### src/rtl/fetch_unit_if.sv
// Bus bundle between the fetch unit, instruction memory and the decode stage.
// master = fetch unit side, slave = memory/decode (or bench) side.
interface fetch_unit_if;
  logic        imem_req_o;
  logic [31:0] imem_addr_o;
  logic        imem_gnt_i;
  logic        imem_rvalid_i;
  logic [31:0] imem_rdata_i;
  logic        redirect_i;
  logic [31:0] redirect_pc_i;
  logic        instr_valid_o;
  logic [31:0] instr_o;
  logic [31:0] pc_o;
  logic        instr_ready_i;

  modport master (
    output imem_req_o, imem_addr_o,
    input  imem_gnt_i, imem_rvalid_i, imem_rdata_i,
    input  redirect_i, redirect_pc_i,
    output instr_valid_o, instr_o, pc_o,
    input  instr_ready_i
  );

  modport slave (
    input  imem_req_o, imem_addr_o,
    output imem_gnt_i, imem_rvalid_i, imem_rdata_i,
    output redirect_i, redirect_pc_i,
    input  instr_valid_o, instr_o, pc_o,
    output instr_ready_i
  );
endinterface

### src/rtl/fetch_unit.sv
// Instruction fetch: owns the PC, issues word reads and buffers returned
// instructions with their PCs in an in-order queue feeding decode.
module fetch_unit #(
  parameter logic [31:0] RESET_PC = 32'h0000_0000,
  parameter int          DEPTH    = 2
) (
  input  logic         clk_i,
  input  logic         rst_i,
  fetch_unit_if.master bus
);
  localparam int PW = $clog2(DEPTH);
  localparam int CW = $clog2(DEPTH + 1);
  typedef logic [PW-1:0] ptr_t;
  typedef logic [CW-1:0] cnt_t;
  localparam cnt_t DEPTH_C = cnt_t'(DEPTH);

  logic [31:0]                fetch_pc_q, fetch_pc_d;
  logic [DEPTH-1:0][31:0]     slot_pc_q, slot_pc_d;
  logic [DEPTH-1:0][31:0]     slot_instr_q, slot_instr_d;
  logic [DEPTH-1:0]           slot_filled_q, slot_filled_d;
  ptr_t                       wr_ptr_q, wr_ptr_d;
  ptr_t                       fill_ptr_q, fill_ptr_d;
  ptr_t                       rd_ptr_q, rd_ptr_d;
  cnt_t                       reserved_q, reserved_d;
  cnt_t                       outstanding_q, outstanding_d;
  cnt_t                       discard_q, discard_d;

  logic        pop;
  logic        req;
  logic        grant;
  logic        rvalid;
  cnt_t        reserved_after_pop;
  logic [31:0] redirect_target;

  // Handshakes: a request transfers on imem_req_o & imem_gnt_i, an instruction
  // transfers to decode on instr_valid_o & instr_ready_i; a response needs no ready.
  assign pop                = slot_filled_q[rd_ptr_q] & bus.instr_ready_i;
  assign reserved_after_pop = reserved_q - cnt_t'(pop);
  assign req                = !rst_i & !bus.redirect_i & (reserved_after_pop < DEPTH_C);
  assign grant              = req & bus.imem_gnt_i;
  assign rvalid             = bus.imem_rvalid_i;
  assign redirect_target    = bus.redirect_pc_i & 32'hFFFF_FFFC;

  assign bus.imem_req_o    = req;
  assign bus.imem_addr_o   = fetch_pc_q;
  assign bus.instr_valid_o = slot_filled_q[rd_ptr_q];
  assign bus.instr_o       = slot_instr_q[rd_ptr_q];
  assign bus.pc_o          = slot_pc_q[rd_ptr_q];

  always_comb begin
    fetch_pc_d    = fetch_pc_q;
    slot_pc_d     = slot_pc_q;
    slot_instr_d  = slot_instr_q;
    slot_filled_d = slot_filled_q;
    wr_ptr_d      = wr_ptr_q;
    fill_ptr_d    = fill_ptr_q;
    rd_ptr_d      = rd_ptr_q;
    reserved_d    = reserved_q;
    outstanding_d = outstanding_q;
    discard_d     = discard_q;

    if (bus.redirect_i) begin
      // Everything granted before now is stale; its responses are counted off.
      fetch_pc_d    = redirect_target;
      slot_pc_d     = '0;
      slot_instr_d  = '0;
      slot_filled_d = '0;
      wr_ptr_d      = '0;
      fill_ptr_d    = '0;
      rd_ptr_d      = '0;
      reserved_d    = '0;
      outstanding_d = outstanding_q - cnt_t'(rvalid);
      discard_d     = outstanding_q - cnt_t'(rvalid);
    end else begin
      if (pop) begin
        slot_pc_d[rd_ptr_q]     = '0;
        slot_instr_d[rd_ptr_q]  = '0;
        slot_filled_d[rd_ptr_q] = 1'b0;
        rd_ptr_d                = rd_ptr_q + ptr_t'(1);
      end
      if (rvalid) begin
        if (discard_q != '0) begin
          discard_d = discard_q - cnt_t'(1);
        end else begin
          slot_instr_d[fill_ptr_q]  = bus.imem_rdata_i;
          slot_filled_d[fill_ptr_q] = 1'b1;
          fill_ptr_d                = fill_ptr_q + ptr_t'(1);
        end
      end
      // Applied after the pop so a slot freed this cycle can be re-reserved.
      if (grant) begin
        slot_pc_d[wr_ptr_q]     = fetch_pc_q;
        slot_instr_d[wr_ptr_q]  = '0;
        slot_filled_d[wr_ptr_q] = 1'b0;
        wr_ptr_d                = wr_ptr_q + ptr_t'(1);
        fetch_pc_d              = fetch_pc_q + 32'd4;
      end
      reserved_d    = reserved_q + cnt_t'(grant) - cnt_t'(pop);
      outstanding_d = outstanding_q + cnt_t'(grant) - cnt_t'(rvalid);
    end
  end

  always_ff @(posedge clk_i) begin
    if (rst_i) begin
      fetch_pc_q    <= RESET_PC;
      slot_pc_q     <= '0;
      slot_instr_q  <= '0;
      slot_filled_q <= '0;
      wr_ptr_q      <= '0;
      fill_ptr_q    <= '0;
      rd_ptr_q      <= '0;
      reserved_q    <= '0;
      outstanding_q <= '0;
      discard_q     <= '0;
    end else begin
      fetch_pc_q    <= fetch_pc_d;
      slot_pc_q     <= slot_pc_d;
      slot_instr_q  <= slot_instr_d;
      slot_filled_q <= slot_filled_d;
      wr_ptr_q      <= wr_ptr_d;
      fill_ptr_q    <= fill_ptr_d;
      rd_ptr_q      <= rd_ptr_d;
      reserved_q    <= reserved_d;
      outstanding_q <= outstanding_d;
      discard_q     <= discard_d;
    end
  end
endmodule

### src/flat_wrapper.sv
// flat-port wrapper written by rule: the top's interface ports become plain ports
module fetch_unit_flat 
#(
  parameter logic [31:0] RESET_PC = 32'h0000_0000,
  parameter int          DEPTH    = 2
)
  (clk_i, rst_i, bus_imem_req_o, bus_imem_addr_o, bus_imem_gnt_i, bus_imem_rvalid_i, bus_imem_rdata_i, bus_redirect_i, bus_redirect_pc_i, bus_instr_valid_o, bus_instr_o, bus_pc_o, bus_instr_ready_i);
  fetch_unit_if bus_i ();
  input  logic clk_i;
  input  logic rst_i;
  output wire logic [$bits(bus_i.imem_req_o)-1:0] bus_imem_req_o;
  output wire logic [$bits(bus_i.imem_addr_o)-1:0] bus_imem_addr_o;
  input wire logic [$bits(bus_i.imem_gnt_i)-1:0] bus_imem_gnt_i;
  input wire logic [$bits(bus_i.imem_rvalid_i)-1:0] bus_imem_rvalid_i;
  input wire logic [$bits(bus_i.imem_rdata_i)-1:0] bus_imem_rdata_i;
  input wire logic [$bits(bus_i.redirect_i)-1:0] bus_redirect_i;
  input wire logic [$bits(bus_i.redirect_pc_i)-1:0] bus_redirect_pc_i;
  output wire logic [$bits(bus_i.instr_valid_o)-1:0] bus_instr_valid_o;
  output wire logic [$bits(bus_i.instr_o)-1:0] bus_instr_o;
  output wire logic [$bits(bus_i.pc_o)-1:0] bus_pc_o;
  input wire logic [$bits(bus_i.instr_ready_i)-1:0] bus_instr_ready_i;
  assign bus_imem_req_o = bus_i.imem_req_o;
  assign bus_imem_addr_o = bus_i.imem_addr_o;
  assign bus_i.imem_gnt_i = bus_imem_gnt_i;
  assign bus_i.imem_rvalid_i = bus_imem_rvalid_i;
  assign bus_i.imem_rdata_i = bus_imem_rdata_i;
  assign bus_i.redirect_i = bus_redirect_i;
  assign bus_i.redirect_pc_i = bus_redirect_pc_i;
  assign bus_instr_valid_o = bus_i.instr_valid_o;
  assign bus_instr_o = bus_i.instr_o;
  assign bus_pc_o = bus_i.pc_o;
  assign bus_i.instr_ready_i = bus_instr_ready_i;
  fetch_unit #(.RESET_PC(RESET_PC), .DEPTH(DEPTH)) u_core (.clk_i(clk_i), .rst_i(rst_i), .bus(bus_i));
endmodule
### config.mk
export PLATFORM = sky130hd
export DESIGN_NAME = fetch_unit_flat
export DESIGN_NICKNAME = d
export VERILOG_FILES = /design/src/rtl/fetch_unit_if.sv /design/src/rtl/fetch_unit.sv /design/src/flat_wrapper.sv
export SDC_FILE = /design/constraint.sdc
export NUM_CORES = 1
export LEC_CHECK = 0
export BUFFER_PORTS_ARGS = -buffer_cell sky130_fd_sc_hd__buf_2
export CORE_AREA = 2 2 119 121
export DETAILED_ROUTE_END_ITERATION = 8
export DIE_AREA = 0 0 121 123
export HOLD_SLACK_MARGIN = 0.15
export PLACE_DENSITY = 0.8
export REMOVE_ABC_BUFFERS = 1
export SLEW_MARGIN = 5
export SYNTH_ARGS = -nofsm -noshare
export SYNTH_HDL_FRONTEND = slang
export SYNTH_SLANG_ARGS = --single-unit
### constraint.sdc
create_clock -name clk_i -period 4.8 [get_ports clk_i]
set_clock_uncertainty 0.05 [all_clocks]
set_input_delay 0.72 -clock clk_i [delete_from_list [all_inputs] [get_ports clk_i]]
set_output_delay 0.72 -clock clk_i [all_outputs]
set_load 0.05 [all_outputs]
==> metrics.txt <==
# TYPE chip_impl_metric gauge
chip_impl_info{name="run_status",value="finished clean"} 1
chip_impl_metric{name="hpwlAfterDp",unit="mm"} 12.45
chip_impl_metric{name="drt_pre_antenna_iters",unit=""} 6
chip_impl_metric{name="synth.lib_cells_used.distinct",unit=""} 50
chip_impl_metric{name="routedWlPerCell",unit="microns"} 17.01
chip_impl_metric{name="globalRoute.totalOverflow",unit=""} 0
chip_impl_metric{name="grt_pass1_vias",unit=""} 5989
chip_impl_metric{name="r2r_setup_slack",unit="ns"} 1.43
chip_impl_metric{name="area_inside_the_core_boundary",unit="sq um"} 13610
chip_impl_metric{name="areaGrowthSynthToFinish",unit="%"} 20.79
chip_impl_metric{name="yosysSeqAreaShare",unit="%"} 46.35
chip_impl_metric{name="fmax",unit="MHz"} 296.8
chip_impl_info{name="hold_class",value="reg -> reg"} 1
chip_impl_metric{name="floorplan.initialDensity",unit="%"} 53.63
chip_impl_metric{name="grt_util_all_layers",unit="%"} 25.49
chip_impl_info{name="synth_top_area_cell",value="dfxtp_1"} 1
chip_impl_info{name="cts_tree",value="done"} 1
chip_impl_metric{name="postSynthAreaPerCell",unit="sq um"} 9.124
chip_impl_metric{name="cellPowerDensity",unit="nW/um^2"} 370.5
chip_impl_info{name="critical_path.slowest_cell",value="dfxtp_2"} 1
chip_impl_metric{name="fin_worst_hold_slack",unit="ns"} 0.4092
chip_impl_metric{name="total_cts_buffers",unit=""} 17
chip_impl_info{name="holdPathEnd",value="u_core.slot_pc_q[0]"} 1
chip_impl_metric{name="cell_count_of_the_worst_hold_path",unit=""} 1
chip_impl_metric{name="crit_fanout",unit=""} 33
chip_impl_metric{name="globalplace.congestion",unit=""} 0.8936
chip_impl_info{name="clock-root-buffer",value="clkbuf_16"} 1
chip_impl_metric{name="cp.buffers_inverters",unit=""} 3
chip_impl_metric{name="antenna-diode-count",unit=""} 0
chip_impl_info{name="timing_worst_setup_path_type",value="reg -> reg"} 1
chip_impl_metric{name="fin_tns_setup",unit="ns"} 0
chip_impl_metric{name="htreeDepth",unit=""} 4
chip_impl_metric{name="clockBufferDepth",unit=""} 2
chip_impl_metric{name="critPathArrivalTime",unit="ns"} 3.61
chip_impl_metric{name="max-cap-violations",unit=""} 0
chip_impl_metric{name="tightestPinTransition",unit="ns"} 0.8739
chip_impl_info{name="regToRegStartpoint",value="u_core.rd_ptr_q"} 1
chip_impl_metric{name="hold_buf_count_cts",unit=""} 0
chip_impl_metric{name="ffs_latches_synth",unit=""} 169
chip_impl_metric{name="layout-drive-gt1-share",unit="%"} 30.31
chip_impl_metric{name="clk_transition_reported_paths",unit="ns"} 0.06
chip_impl_info{name="critical_path.endpoint_type",value="flip-flop"} 1
chip_impl_metric{name="synth.cell_area",unit="sq um"} 7300
chip_impl_info{name="post_synth_main_area_contributors",value="dfxtp_1, mux2_2, a22oi_1, nor2_1, nand3_1"} 1
chip_impl_metric{name="floorplan.rows",unit=""} 43
chip_impl_metric{name="min_period_over_period",unit="%"} 70.19
chip_impl_metric{name="timing.final.hold_violations",unit=""} 0
chip_impl_metric{name="post-cts-setup-buffer-count",unit=""} 0
chip_impl_metric{name="fin_crit",unit="ns"} 3.369
chip_impl_metric{name="die_h",unit="microns"} 123
chip_impl_metric{name="cell_count_after_synthesis",unit=""} 800
chip_impl_info{name="critPathLaunch",value="u_core.rd_ptr_q"} 1
chip_impl_metric{name="r2r_cells",unit=""} 11
chip_impl_metric{name="cpPeakStageDelay",unit="ns"} 0.68
chip_impl_metric{name="drtIter0Drc",unit=""} 515
chip_impl_info{name="synth_flop_cell",value="dfxtp_1"} 1
chip_impl_metric{name="synth_edf_count",unit=""} 0
chip_impl_metric{name="slew_headroom",unit="%"} 41.68
chip_impl_metric{name="drtAntennaViolNets",unit=""} 0
chip_impl_info{name="worst_path_most_repeated_cell",value="buf_4"} 1
chip_impl_metric{name="ctsResizeCount",unit=""} 0
chip_impl_info{name="reg2reg_to",value="u_core.slot_instr_q[43]"} 1
chip_impl_metric{name="post-route-drc-count",unit=""} 0
chip_impl_metric{name="setup_violations",unit=""} 0
chip_impl_metric{name="worstSkewPairLatency",unit="ns"} 0.42
chip_impl_metric{name="worst_ep_required_time",unit="ns"} 5.04
chip_impl_metric{name="clock_sinks",unit=""} 169
chip_impl_metric{name="grt_first_pass_wirelength",unit="mm"} 30.15
chip_impl_metric{name="maximum_number_of_pins_on_one_net_before_global_route_repair",unit=""} 49
chip_impl_metric{name="postRouteWirelength",unit="mm"} 19.17
chip_impl_metric{name="grt_antenna_before_repair",unit=""} 0
chip_impl_metric{name="postSynth.asyncResetShare",unit="%"} 0
chip_impl_info{name="hold_path_origin",value="u_core.slot_pc_q[0]"} 1
chip_impl_metric{name="drt-vias-per-instance",unit=""} 5.780
chip_impl_info{name="worst_path_cell_chain",value="nand3_1 -> buf_4 -> nand2_1 -> ha_1 -> xor2_2 -> nor2_1 -> buf_4 -> nand3_1 -> nand2_1 -> buf_4 -> nor2_1"} 1
chip_impl_metric{name="drv_slew",unit=""} 0
chip_impl_info{name="unrepaired_setup_endpoints_after_global_routing",value="false"} 1
chip_impl_metric{name="share_of_yosys_cell_area_claimed_by_the_top_area_cell_type",unit="%"} 46.35
chip_impl_info{name="startpoint_type",value="flip-flop"} 1
chip_impl_info{name="cpLargestDelayFamily",value="simple AND/OR/NAND/NOR gates"} 1
chip_impl_metric{name="dr_vias",unit=""} 6514
chip_impl_metric{name="number_of_nets_in_the_final_layout",unit=""} 1011
chip_impl_metric{name="full_die_area",unit="sq um"} 14880
chip_impl_metric{name="die_outline_width",unit="microns"} 121
chip_impl_metric{name="power.static_leakage",unit="nW"} 3.587
chip_impl_metric{name="max-vdd-ir-drop",unit="mV"} 0.2047
chip_impl_metric{name="buffer_ports.inserted",unit=""} 163
chip_impl_metric{name="io_pins",unit=""} 168
chip_impl_metric{name="ys_warn_count",unit=""} 0
==> placed cells by master (no fill, tap or decap), drive strengths merged, types with 5 or more instances in the layout <==
cell type	Yosys	routed
buf	15	179
xnor2	12	12
dfxtp	169	169
a211oi	9	9
clkinv	1	5
nor4	9	9
mux2	66	66
a31oi	10	10
nand3	56	56
nor2	98	98
nand2	72	72
nand4	8	8
a22o	25	25
inv	9	9
o211ai	5	5
or3	6	6
o22ai	5	5
xor2	15	15
and2	8	8
clkbuf	47	21
and3	9	9
a21oi	48	48
a22oi	65	65
==> worst max-delay path by stage <==
stage / endpoint / slack [ns] / depth (start not counted)
after floorplan: u_core.slot_filled_q[1] / -0.94 / 8
after global placement: u_core.slot_instr_q[60] / 1.23 / 12
after detailed placement: u_core.slot_instr_q[43] / 1.16 / 12
after CTS: u_core.slot_instr_q[43] / 1.40 / 11
after global routing: u_core.slot_instr_q[52] / 1.19 / 11
final: u_core.slot_instr_q[43] / 1.43 / 11
==> cell type report <==
cell class | instances | area (sq um)
repair buffers | 179 | 935.9
fillers | 1142 | 4795
flip-flops and latches | 169 | 3385
inverters | 10 | 37.54
clock inverters | 8 | 147.6
multi-input cells | 560 | 3636
well taps | 180 | 225.2
clock buffers | 21 | 450.4
==> where the power goes <==
part,leakage (nW),switching [W],internal [W]
Sequential,1.37,0.0000445,0.00144
Combinational,1.92,0.000263,0.000121
Clock,0.293,0.000524,0.000875
Total,3.59,0.000831,0.00244
==> stage by stage <==
stage | setup slack [ns] | cells | util [%] | power, W | instance area, sq um
after floorplan | -0.9389 | 739 | - | 0.001760 | 7047
after global placement | 1.234 | 1098 | 60.38 | 0.001891 | 8219
after detailed placement | 1.156 | 1098 | 60.38 | 0.001895 | 8219
after CTS | 1.396 | 1127 | 64.78 | 0.003286 | 8817
after global routing | 1.185 | 1127 | 64.78 | 0.003378 | 8817
final | 1.431 | 1127 | 64.78 | 0.003267 | 8817
==> routing by layer <==
layer  track usage, %  up-vias  wire (microns)
met3            5.028       27            1304
met1            33.10     3091            8670
met4            8.503        0             276
li1                 -     3138               -
met2            42.63      258            8922
met5                0        -               0
==> registers in the layout (all words and copies together), names as in the netlist, 2 cells and up <==
name / count
u_core.discard_q: 2
u_core.slot_filled_q: 2
u_core.bus.imem_addr_o: 30
u_core.reserved_q: 2
u_core.outstanding_q: 2
u_core.slot_pc_q: 64
u_core.slot_instr_q: 64
==> cell usage after synthesis (2+ instances only) <==
cell type / count
dfxtp_1: 169
nor2_1: 97
nand2_1: 71
mux2_2: 66
a22oi_1: 65
nand3_1: 55
a21oi_1: 48
clkbuf_1: 47
a22o_1: 25
xor2_1: 14
buf_2: 13
xnor2_1: 12
a31oi_1: 10
a211oi_1: 9
and3_1: 9
inv_1: 9
and2_1: 8
nand4_1: 8
nor4_1: 6
or3_1: 6
o211ai_1: 5
o22ai_1: 5
ha_1: 4
nor3_1: 3
o21ai_0: 3
o311ai_0: 3
and4_1: 2
buf_4: 2
mux2i_1: 2
nor4_4: 2
or2_1: 2
or4_1: 2
==> logic make-up (layout without fill, tap and decap cells) <==
group | count (synthesis) | count (layout) | synth area share (%)
buf+inv | 72 | 218 | 4.028
flops | 169 | 169 | 46.35
compound gates | 179 | 179 | 17.06
fa+ha+maj | 4 | 4 | 0.6857
other cells | 1 | 2 | 0.05137
mux | 68 | 68 | 10.46
simple gates | 280 | 280 | 18.03
xor+xnor | 27 | 27 | 3.343
(Power assumes the default switching activity.)
